==> src/rtl/matmul_pkg.sv <==
// Shared types and constants for the matrix-multiply sequencer: FSM states,
// default geometry, accumulator sizing and row-major address helpers.
package matmul_pkg;

  localparam int DEFAULT_N    = 2;
  localparam int DEFAULT_SIZE = 8;
  localparam int ADDR_W       = 8;
  localparam int IDX_W        = 3;

  typedef enum logic [2:0] {
    ST_IDLE,
    ST_READ,
    ST_MAC,
    ST_WRITE,
    ST_DONE
  } state_t;

  // Wide enough that N full-scale products summed together never wrap.
  function automatic int acc_width(input int size, input int n);
    return 2 * size + $clog2(n);
  endfunction

  function automatic int b_base_of(input int n);
    return n * n;
  endfunction

  function automatic int c_base_of(input int n);
    return 2 * n * n;
  endfunction

  function automatic logic [ADDR_W-1:0] elem_addr(input int base,
                                                  input logic [IDX_W-1:0] row,
                                                  input logic [IDX_W-1:0] col,
                                                  input int n);
    return ADDR_W'(base + int'(row) * n + int'(col));
  endfunction

endpackage

==> src/rtl/matmul_mac_unit.sv <==
// Unsigned multiply-accumulate with synchronous clear, enable and a flag
// telling whether the running sum no longer fits in one memory word.
module mac_unit #(
  parameter int SIZE  = 8,
  parameter int ACC_W = 17
) (
  input  logic            clk,
  input  logic            rst,
  input  logic            clr,
  input  logic            en,
  input  logic [SIZE-1:0] a,
  input  logic [SIZE-1:0] b,
  output logic [SIZE-1:0] result_next,
  output logic            ovf
);

  logic [2*SIZE-1:0] product;
  logic [ACC_W-1:0]  acc;
  logic [ACC_W-1:0]  acc_next;

  assign product = (2*SIZE)'(a) * (2*SIZE)'(b);

  // Clear wins over enable so a WRITE cycle always starts the next element at 0.
  always_comb begin
    acc_next = acc;
    if (clr) begin
      acc_next = '0;
    end else if (en) begin
      acc_next = acc + ACC_W'(product);
    end
  end

  always_ff @(posedge clk) begin
    if (rst) begin
      acc <= '0;
    end else begin
      acc <= acc_next;
    end
  end

  assign result_next = acc_next[SIZE-1:0];
  assign ovf         = |acc[ACC_W-1:SIZE];

endmodule

==> src/rtl/matmul_sequencer.sv <==
// Drives the matrix memory ports: reads A and B element by element,
// accumulates each dot product and writes C back, with a start/done handshake.
module matmul_sequencer
  import matmul_pkg::*;
#(
  parameter int N      = DEFAULT_N,
  parameter int SIZE   = DEFAULT_SIZE,
  parameter int A_BASE = 0,
  parameter int B_BASE = b_base_of(N),
  parameter int C_BASE = c_base_of(N)
) (
  input  logic              clk,
  input  logic              rst,
  input  logic              start,
  output logic              busy,
  output logic              done,
  output logic              ovf,
  output logic              read,
  output logic [ADDR_W-1:0] read_address0,
  output logic [ADDR_W-1:0] read_address1,
  input  logic [SIZE-1:0]   data0,
  input  logic [SIZE-1:0]   data1,
  output logic              write,
  output logic [ADDR_W-1:0] write_address0,
  output logic [SIZE-1:0]   write_value0
);

  localparam int ACC_W = acc_width(SIZE, N);
  localparam logic [IDX_W-1:0] LAST = IDX_W'(N - 1);

  if (N < 1 || N > 8 || C_BASE + N * N > 256) begin : g_bad_params
    $error("matmul_sequencer: N must be 1..8 and C_BASE + N*N must not exceed 256");
  end

  state_t           state, state_next;
  logic [IDX_W-1:0] i, j, k;
  logic [IDX_W-1:0] i_next, j_next, k_next;
  logic             acc_clr, acc_en;
  logic             acc_ovf;
  logic [SIZE-1:0]  result_next;

  mac_unit #(
    .SIZE  (SIZE),
    .ACC_W (ACC_W)
  ) u_mac (
    .clk         (clk),
    .rst         (rst),
    .clr         (acc_clr),
    .en          (acc_en),
    .a           (data0),
    .b           (data1),
    .result_next (result_next),
    .ovf         (acc_ovf)
  );

  // Index walk: k over the dot product, then j across a row, then i down rows.
  always_comb begin
    state_next = state;
    i_next     = i;
    j_next     = j;
    k_next     = k;
    acc_clr    = 1'b0;
    acc_en     = 1'b0;
    case (state)
      ST_IDLE: begin
        if (start) begin
          i_next     = '0;
          j_next     = '0;
          k_next     = '0;
          acc_clr    = 1'b1;
          state_next = ST_READ;
        end
      end
      ST_READ: begin
        state_next = ST_MAC;
      end
      ST_MAC: begin
        acc_en = 1'b1;
        if (k != LAST) begin
          k_next     = k + 1'b1;
          state_next = ST_READ;
        end else begin
          state_next = ST_WRITE;
        end
      end
      ST_WRITE: begin
        acc_clr    = 1'b1;
        k_next     = '0;
        state_next = ST_READ;
        if (j != LAST) begin
          j_next = j + 1'b1;
        end else begin
          j_next = '0;
          if (i != LAST) begin
            i_next = i + 1'b1;
          end else begin
            i_next     = '0;
            state_next = ST_DONE;
          end
        end
      end
      ST_DONE: begin
        state_next = ST_IDLE;
      end
      default: begin
        state_next = ST_IDLE;
      end
    endcase
  end

  // Strobes, addresses and the write value are registered from the next-state
  // view so they line up with the state they belong to without any decode glue.
  always_ff @(posedge clk) begin
    if (rst) begin
      state          <= ST_IDLE;
      i              <= '0;
      j              <= '0;
      k              <= '0;
      busy           <= 1'b0;
      done           <= 1'b0;
      ovf            <= 1'b0;
      read           <= 1'b0;
      write          <= 1'b0;
      read_address0  <= '0;
      read_address1  <= '0;
      write_address0 <= '0;
      write_value0   <= '0;
    end else begin
      state <= state_next;
      i     <= i_next;
      j     <= j_next;
      k     <= k_next;
      busy  <= (state_next == ST_READ) || (state_next == ST_MAC) || (state_next == ST_WRITE);
      done  <= (state_next == ST_DONE);
      read  <= (state_next == ST_READ);
      write <= (state_next == ST_WRITE);
      if (state_next == ST_READ) begin
        read_address0 <= elem_addr(A_BASE, i_next, k_next, N);
        read_address1 <= elem_addr(B_BASE, k_next, j_next, N);
      end
      if (state_next == ST_WRITE) begin
        write_address0 <= elem_addr(C_BASE, i_next, j_next, N);
        write_value0   <= result_next;
      end
      if (state == ST_IDLE && start) begin
        ovf <= 1'b0;
      end else if (state == ST_WRITE && acc_ovf) begin
        ovf <= 1'b1;
      end
    end
  end

endmodule

==> config.mk <==
export PLATFORM = sky130hd
export DESIGN_NAME = matmul_sequencer
export DESIGN_NICKNAME = d
export VERILOG_FILES = /design/src/rtl/matmul_pkg.sv /design/src/rtl/matmul_mac_unit.sv /design/src/rtl/matmul_sequencer.sv
export SDC_FILE = /design/constraint.sdc
export NUM_CORES = 1
export LEC_CHECK = 0
export ABC_AREA = 1
export ABC_CLOCK_PERIOD_IN_PS = 6100
export CORE_MARGIN = 5
export CORE_UTILIZATION = 35
export DETAILED_ROUTE_END_ITERATION = 12
export GPL_TIMING_DRIVEN = 0
export PLACE_DENSITY = 0.55
export SYNTH_ARGS = -nofsm -noshare
export SYNTH_HDL_FRONTEND = slang
export SYNTH_SLANG_ARGS = --single-unit
export TNS_END_PERCENT = 10
==> constraint.sdc <==
create_clock -name clk -period 6.1 [get_ports clk]
set_input_delay 1.525 -clock clk [delete_from_list [all_inputs] [get_ports clk]]
set_output_delay 1.525 -clock clk [all_outputs]
set_load 0.01 [all_outputs]
### Word level (Yosys, flattened, before mapping)

Cells that the tools add are included.

| storage, ports and cells | value |
|---|---|
| register bits | 66 |
| bits in latches | 0 |
| bits in writable memories | 0 |
| ROM bits | 0 |
| bits of input ports | 19 |
| output and inout bits | 37 |
| word-level logic and storage cells | 63 |
| memories kept | 0 |

| operators by class | value |
|---|---|
| add/sub/neg operators | 9 |
| multiply operators | 1 |
| divide/modulo/power cells | 0 |
| $lt $le $gt $ge | 0 |
| equality and inequality tests | 10 |
| shift-type cells | 0 |
| mux-type cells | 20 |
| bitwise gates (word level) | 0 |
| reductions and logical operators | 8 |

Operators by type and width:

| kind | count |
|---|---|
| 3-bit two-way mux | 10 |
| 17-bit by 16-bit adder with 17-bit output | 1 |
| 8-bit by 8-bit multiplier with 16-bit output | 1 |
| 8-bit two-way mux | 2 |
| 5-bit by 3-bit adder with 6-bit output | 2 |
| 3-bit by 2-bit == test with 1-bit output, second input constant | 4 |
| 3-bit case mux with 2 select lines | 2 |
| 3-bit case mux with 4 select lines | 1 |
| 3-bit by 1-bit adder with 3-bit output, second input constant | 3 |
| 3-bit by 1-bit inequality test with 1-bit output, second input constant | 3 |
| 3-bit case mux with 3 select lines | 1 |
| 9-bit OR reduction | 1 |
| 3-bit by 1-bit == test with 1-bit output, second input constant | 2 |
| 3-bit by 4-bit adder with 5-bit output, first input constant | 1 |
| 4-bit by 3-bit adder with 5-bit output | 1 |
| 4-bit by 4-bit adder with 5-bit output, first input constant | 1 |
| 2-bit OR reduction | 2 |
| 3-bit == test, second input constant | 1 |
| 3-bit logical NOT | 1 |
| 1-bit logical AND | 2 |
| 1-bit logical OR | 2 |
| 1-bit two-way mux | 2 |
| 2-bit two-way mux | 1 |
| 1-bit case mux with 2 select lines | 1 |

### Longest topological paths before layout

| logic depth | value |
|---|---|
| depth after elaboration | 7 |
| depth in mapped cells | 22 |
| gate-level depth less buffers | 21 |

### Hierarchy

Synthesis repeated with hierarchy kept, for this count alone.

| unflattened totals | value |
|---|---|
| cell total of the unflattened synthesis | 799 |
| area, all modules | 5574.1 um2 |

By module, submodules not included:

| module | times used | cells each | area each (um2) | sequential area each (um2) |
|---|---|---|---|---|
| mac_unit | 1 | 531 | 3583.4 | 340.3 |
| matmul_sequencer | 1 | 268 | 1990.7 | 800.8 |

### Worst setup path after synthesis

No wires, ideal clock.

| timing path | value |
|---|---|
| path kind | input port to flip-flop |
| start point | input data1[7] |
| end point | register u_mac.acc[16] |
| setup time | 109 ps |
| arrival | 5032 ps |
| data required time | 5991 ps |
| path slack | 959 ps |
| cell stages on the path | 20 |
| path buffers | 1 |
| path through | clkbuf_1 nand2_1 fa_1 fa_1 inv_1 fa_1 inv_1 fa_1 inv_1 ha_1 nand2_1 inv_1 nand2_1 nand3_1 nand2_1 nand2_1 nand2_1 nand3_1 nand2_1 inv_1 |

| between the ends | value |
|---|---|
| word-level cells in the longest chain between the ends | 2 |

RTL lines:

| what | line | source |
|---|---|---|
| start: declaration | matmul_sequencer.sv:22 | `input logic [SIZE-1:0] data1,` |
| 8-bit by 8-bit multiplier with 16-bit output | matmul_mac_unit.sv:21 | `assign product = (2*SIZE)'(a) * (2*SIZE)'(b);` |
| 17-bit by 16-bit adder with 17-bit output | matmul_mac_unit.sv:29 | `acc_next = acc + ACC_W'(product);` |
| end signal: assignment | matmul_mac_unit.sv:37 | `acc <= acc_next;` |
| end: declaration | matmul_mac_unit.sv:18 | `logic [ACC_W-1:0] acc;` |

No other way between the ends.
A chain may end at the register's enable or synchronous reset.

### Worst setup path in the final report

| timing path | value |
|---|---|
| start point | input data0[5] |
| end point | register write_value0[7] |

| between the ends | value |
|---|---|
| word-level cells in the longest chain between the ends | 4 |

RTL lines:

| what | line | source |
|---|---|---|
| start: declaration | matmul_sequencer.sv:21 | `input logic [SIZE-1:0] data0,` |
| 8-bit by 8-bit multiplier with 16-bit output | matmul_mac_unit.sv:21 |  |
| 17-bit by 16-bit adder with 17-bit output | matmul_mac_unit.sv:29 |  |
| 8-bit two-way mux | matmul_mac_unit.sv:28 | `end else if (en) begin` |
| 8-bit two-way mux | matmul_mac_unit.sv:26 | `if (clr) begin` |
| end signal: assignment | matmul_sequencer.sv:143 | `write_value0 <= result_next;` |
| end: declaration | matmul_sequencer.sv:25 | `output logic [SIZE-1:0] write_value0` |

No other way between the ends.

==> flow_summary.json <==
{
  "cp_max_fo": 8,
  "hold_class": "flip-flop to flip-flop",
  "first_global_vias": 4481,
  "die_h_microns": 136,
  "power_uw": 1730,
  "die-width_microns": 136,
  "synth-simple-area-share_pct": 24.8,
  "num_rows": 46,
  "reg2reg_depth": 14,
  "drcViolationCount": 0,
  "p_sw_uw": 681,
  "swShare_pct": 39.3,
  "worstSkewPairLatency_ps": 330,
  "slew_viol_final": 0,
  "wl_per_cell_microns": 12.0,
  "hold_buffers": 0,
  "gr-usage-all-layers_pct": 14.6,
  "synth_cell_types": 36,
  "netlist_instances": 786,
  "clockBufferDepth": 2,
  "synth_edf_count": 0,
  "boundaryPins": 56,
  "synth_xor_area_share_pct": 0.790,
  "coreArea_sq_um": 15700,
  "synthesis.area_sq_um": 5550,
  "avgSynthCellArea_sq_um": 7.06,
  "synth_top_family_by_area": "adder cells",
  "detail-route-antenna-nets": 0,
  "antenna_cells": 0,
  "p_seq_share_pct": 23.0,
  "dp_hpwl_microns": 10400,
  "fin_skew_ps": 10.6,
  "synth_adder_area_share_pct": 29.7,
  "cts_setup_buffers": 0,
  "ys.flop_type": "dfxtp_1",
  "via_per_inst": 4.27,
  "ys_seq_area_share_pct": 20.6,
  "min_period_ps": 5360,
  "max_cap_violations": 0,
  "ir_worst_vdd_mv": 0.135,
  "synth_compound_area_share_pct": 6.43,
  "drive_gt1_share_pct": 6.92,
  "routed_wl_microns": 12600,
  "p_per_area_nw_per_um2": 269,
  "timing.final.crit_share_pct": 87.8,
  "grt_pass1_wl_microns": 21400,
  "max_freq_ghz": 0.187,
  "cp_data_required_time_ps": 6300,
  "setup_tns_ps": 0,
  "cts_buffers": 9,
  "yosysTopAreaCell": "dfxtp_1",
  "synth_area_leaders": "dfxtp_1 21%, fa_1 19%, inv_1 14%, nand2_1 13%, ha_1 11%",
  "ys_top_cells_by_count": "204 x inv_1, 190 x nand2_1, 57 x dfxtp_1",
  "ctsHtreeMaxLevel": 3,
  "layout_setup_ws_ps": 742,
  "synthMuxAreaShare_pct": 0,
  "area_growth_pct": 16.3,
  "critPathKind": "primary input to flip-flop",
  "gp_congestion": 0.779,
  "p_clk_share_pct": 30.8,
  "yosysMostFrequentCell": "inv_1",
  "async_flop_share_pct": 0,
  "status": "finished clean",
  "finalHoldViolations": 0,
  "cts_tree": "done",
  "port_buffers": 29,
  "relSlewSlack_pct": 63.1,
  "yosysTopAreaCellShare_pct": 20.6,
  "start_util_pct": 35.3,
  "startpoint_type": "primary input",
  "cp.arrival_ps": 5550,
  "vias": 4501,
  "cts.sinks": 57,
  "die_area_sq_um": 18500,
  "cts_resized": 0,
  "tightestPinTransition_ps": 554,
  "synth_seq_cells": 57,
  "final_nets": 953,
  "rsz0062_at_grt": "no",
  "antenna_found_initial": 0,
  "grt_overflow": 0,
  "dpl_worst_slack_ps": 429,
  "leakage_uw": 0.00360,
  "setup_viol": 0,
  "drt_iter0_drc": 170,
  "cts_root_buffer": "clkbuf_16",
  "hold_path_depth": 2,
  "endpoint_kind": "flip-flop",
  "clk_pin_slew_ps": 50,
  "comb_power_share_pct": 46.2,
  "intPower_uw": 1050,
  "grt_max_degree": 11,
  "ys.warnings.count": 0,
  "dr.pass1.iters": 4
}
## logic make-up after synthesis
logic type | after synthesis
other | 1
AOI/OAI and AO/OA | 65
adders and majority gates | 100
and+or+nand+nor | 312
xor gates and xnor gates | 5
buffers and inverters | 246
DFF | 57
## flip-flops by register name, indices dropped and copies added (netlist names)
signal and flops:
busy 1, done 1, i 3, j 3, k 3, ovf 1, read 1, read_address0 5
read_address1 5, state 3, u_mac.acc 17, write 1, write_address0 5, write_value0 8
## per-layer routing
metal  up-vias  share of wire [%]  GRT usage (%)
met5         -                  0              0
met3         4                2.6           2.70
li1       2404                  -              -
met4         0               0.73           4.20
met1      2039                 49           19.4
met2        54                 48           24.3
## placed cells by master (no fill, tap or decap), types with 2 or more instances in the layout
master and n:
a21oi_1 28, buf_2 6, buf_4 9, bufinv_16 2
clkbuf_1 20, clkbuf_16 9, clkdlybuf4s50_1 29, conb_1 9
dfxtp_1 57, fa_1 53, ha_1 47, inv_1 204
inv_2 6, inv_4 2, nand2_1 190, nand2_2 4
nand2_4 4, nand3_1 34, nand3b_1 2, nand4_1 8
nor2_1 54, nor2_2 3, nor2_4 2, nor2_8 2
nor3_1 2, nor4_1 3, o211ai_1 3, o21a_1 3
o21ai_0 22, o21ai_1 5, o21bai_1 2, or2_2 2
xor2_1 4
## worst max-delay path, cell delays in order
cell and delay [ps]:
clkbuf_1 370, nand2_1 140, fa_1 520, inv_1 50, fa_1 500, inv_1 50
fa_1 460, fa_1 560, inv_1 50, ha_1 360, nand2_1 100, nand3_1 190
xor2_1 210, o21ai_0 360, a21oi_1 110
## power by group through the flow
stage	combinational (uW)	sequential [uW]	clock [uW]
after global routing	942	400	562
after floorplan	614	409	0
after detailed placement	801	406	0
after global placement	799	406	0
after CTS	810	398	547
final	800	398	533
## stage by stage
stage | cells | cell area, sq um | util [%] | hold WS, ps
finish | 1054 | 6450 | 41.0 | 468
global route | 1054 | 6450 | 41.0 | 502
CTS | 1054 | 6450 | 41.0 | 479
detailed placement | 1039 | 6140 | 39.1 | 473
global placement | 1039 | 6140 | 39.1 | 458
floorplan | 794 | 5580 | - | 455
## path summary, 6_finish.rpt
check / start / endpoint / slack (ps)
hold / removal: write_value0[3]$_SDFFE_PP0P_ / write_value0[3]$_SDFFE_PP0P_ / 470
hold reg to reg: write_value0[3]$_SDFFE_PP0P_ / write_value0[3]$_SDFFE_PP0P_ / 470
setup reg to reg: u_mac.acc[6]$_SDFF_PP0_ / write_value0[7]$_SDFFE_PP0P_ / 2060
setup / recovery: data0[5] / write_value0[7]$_SDFFE_PP0P_ / 740
## final cells by class
class / count / area [sq um]
tap: 216 / 270
buffer: 34 / 176
clock inverter: 3 / 65.1
clock buffer: 12 / 246
multi-input combinational: 491 / 3460
fill: 1671 / 9270
inverter: 212 / 801
timing repair buffer: 29 / 290
sequential: 57 / 1140
Power figures use the tool's default switching activity.
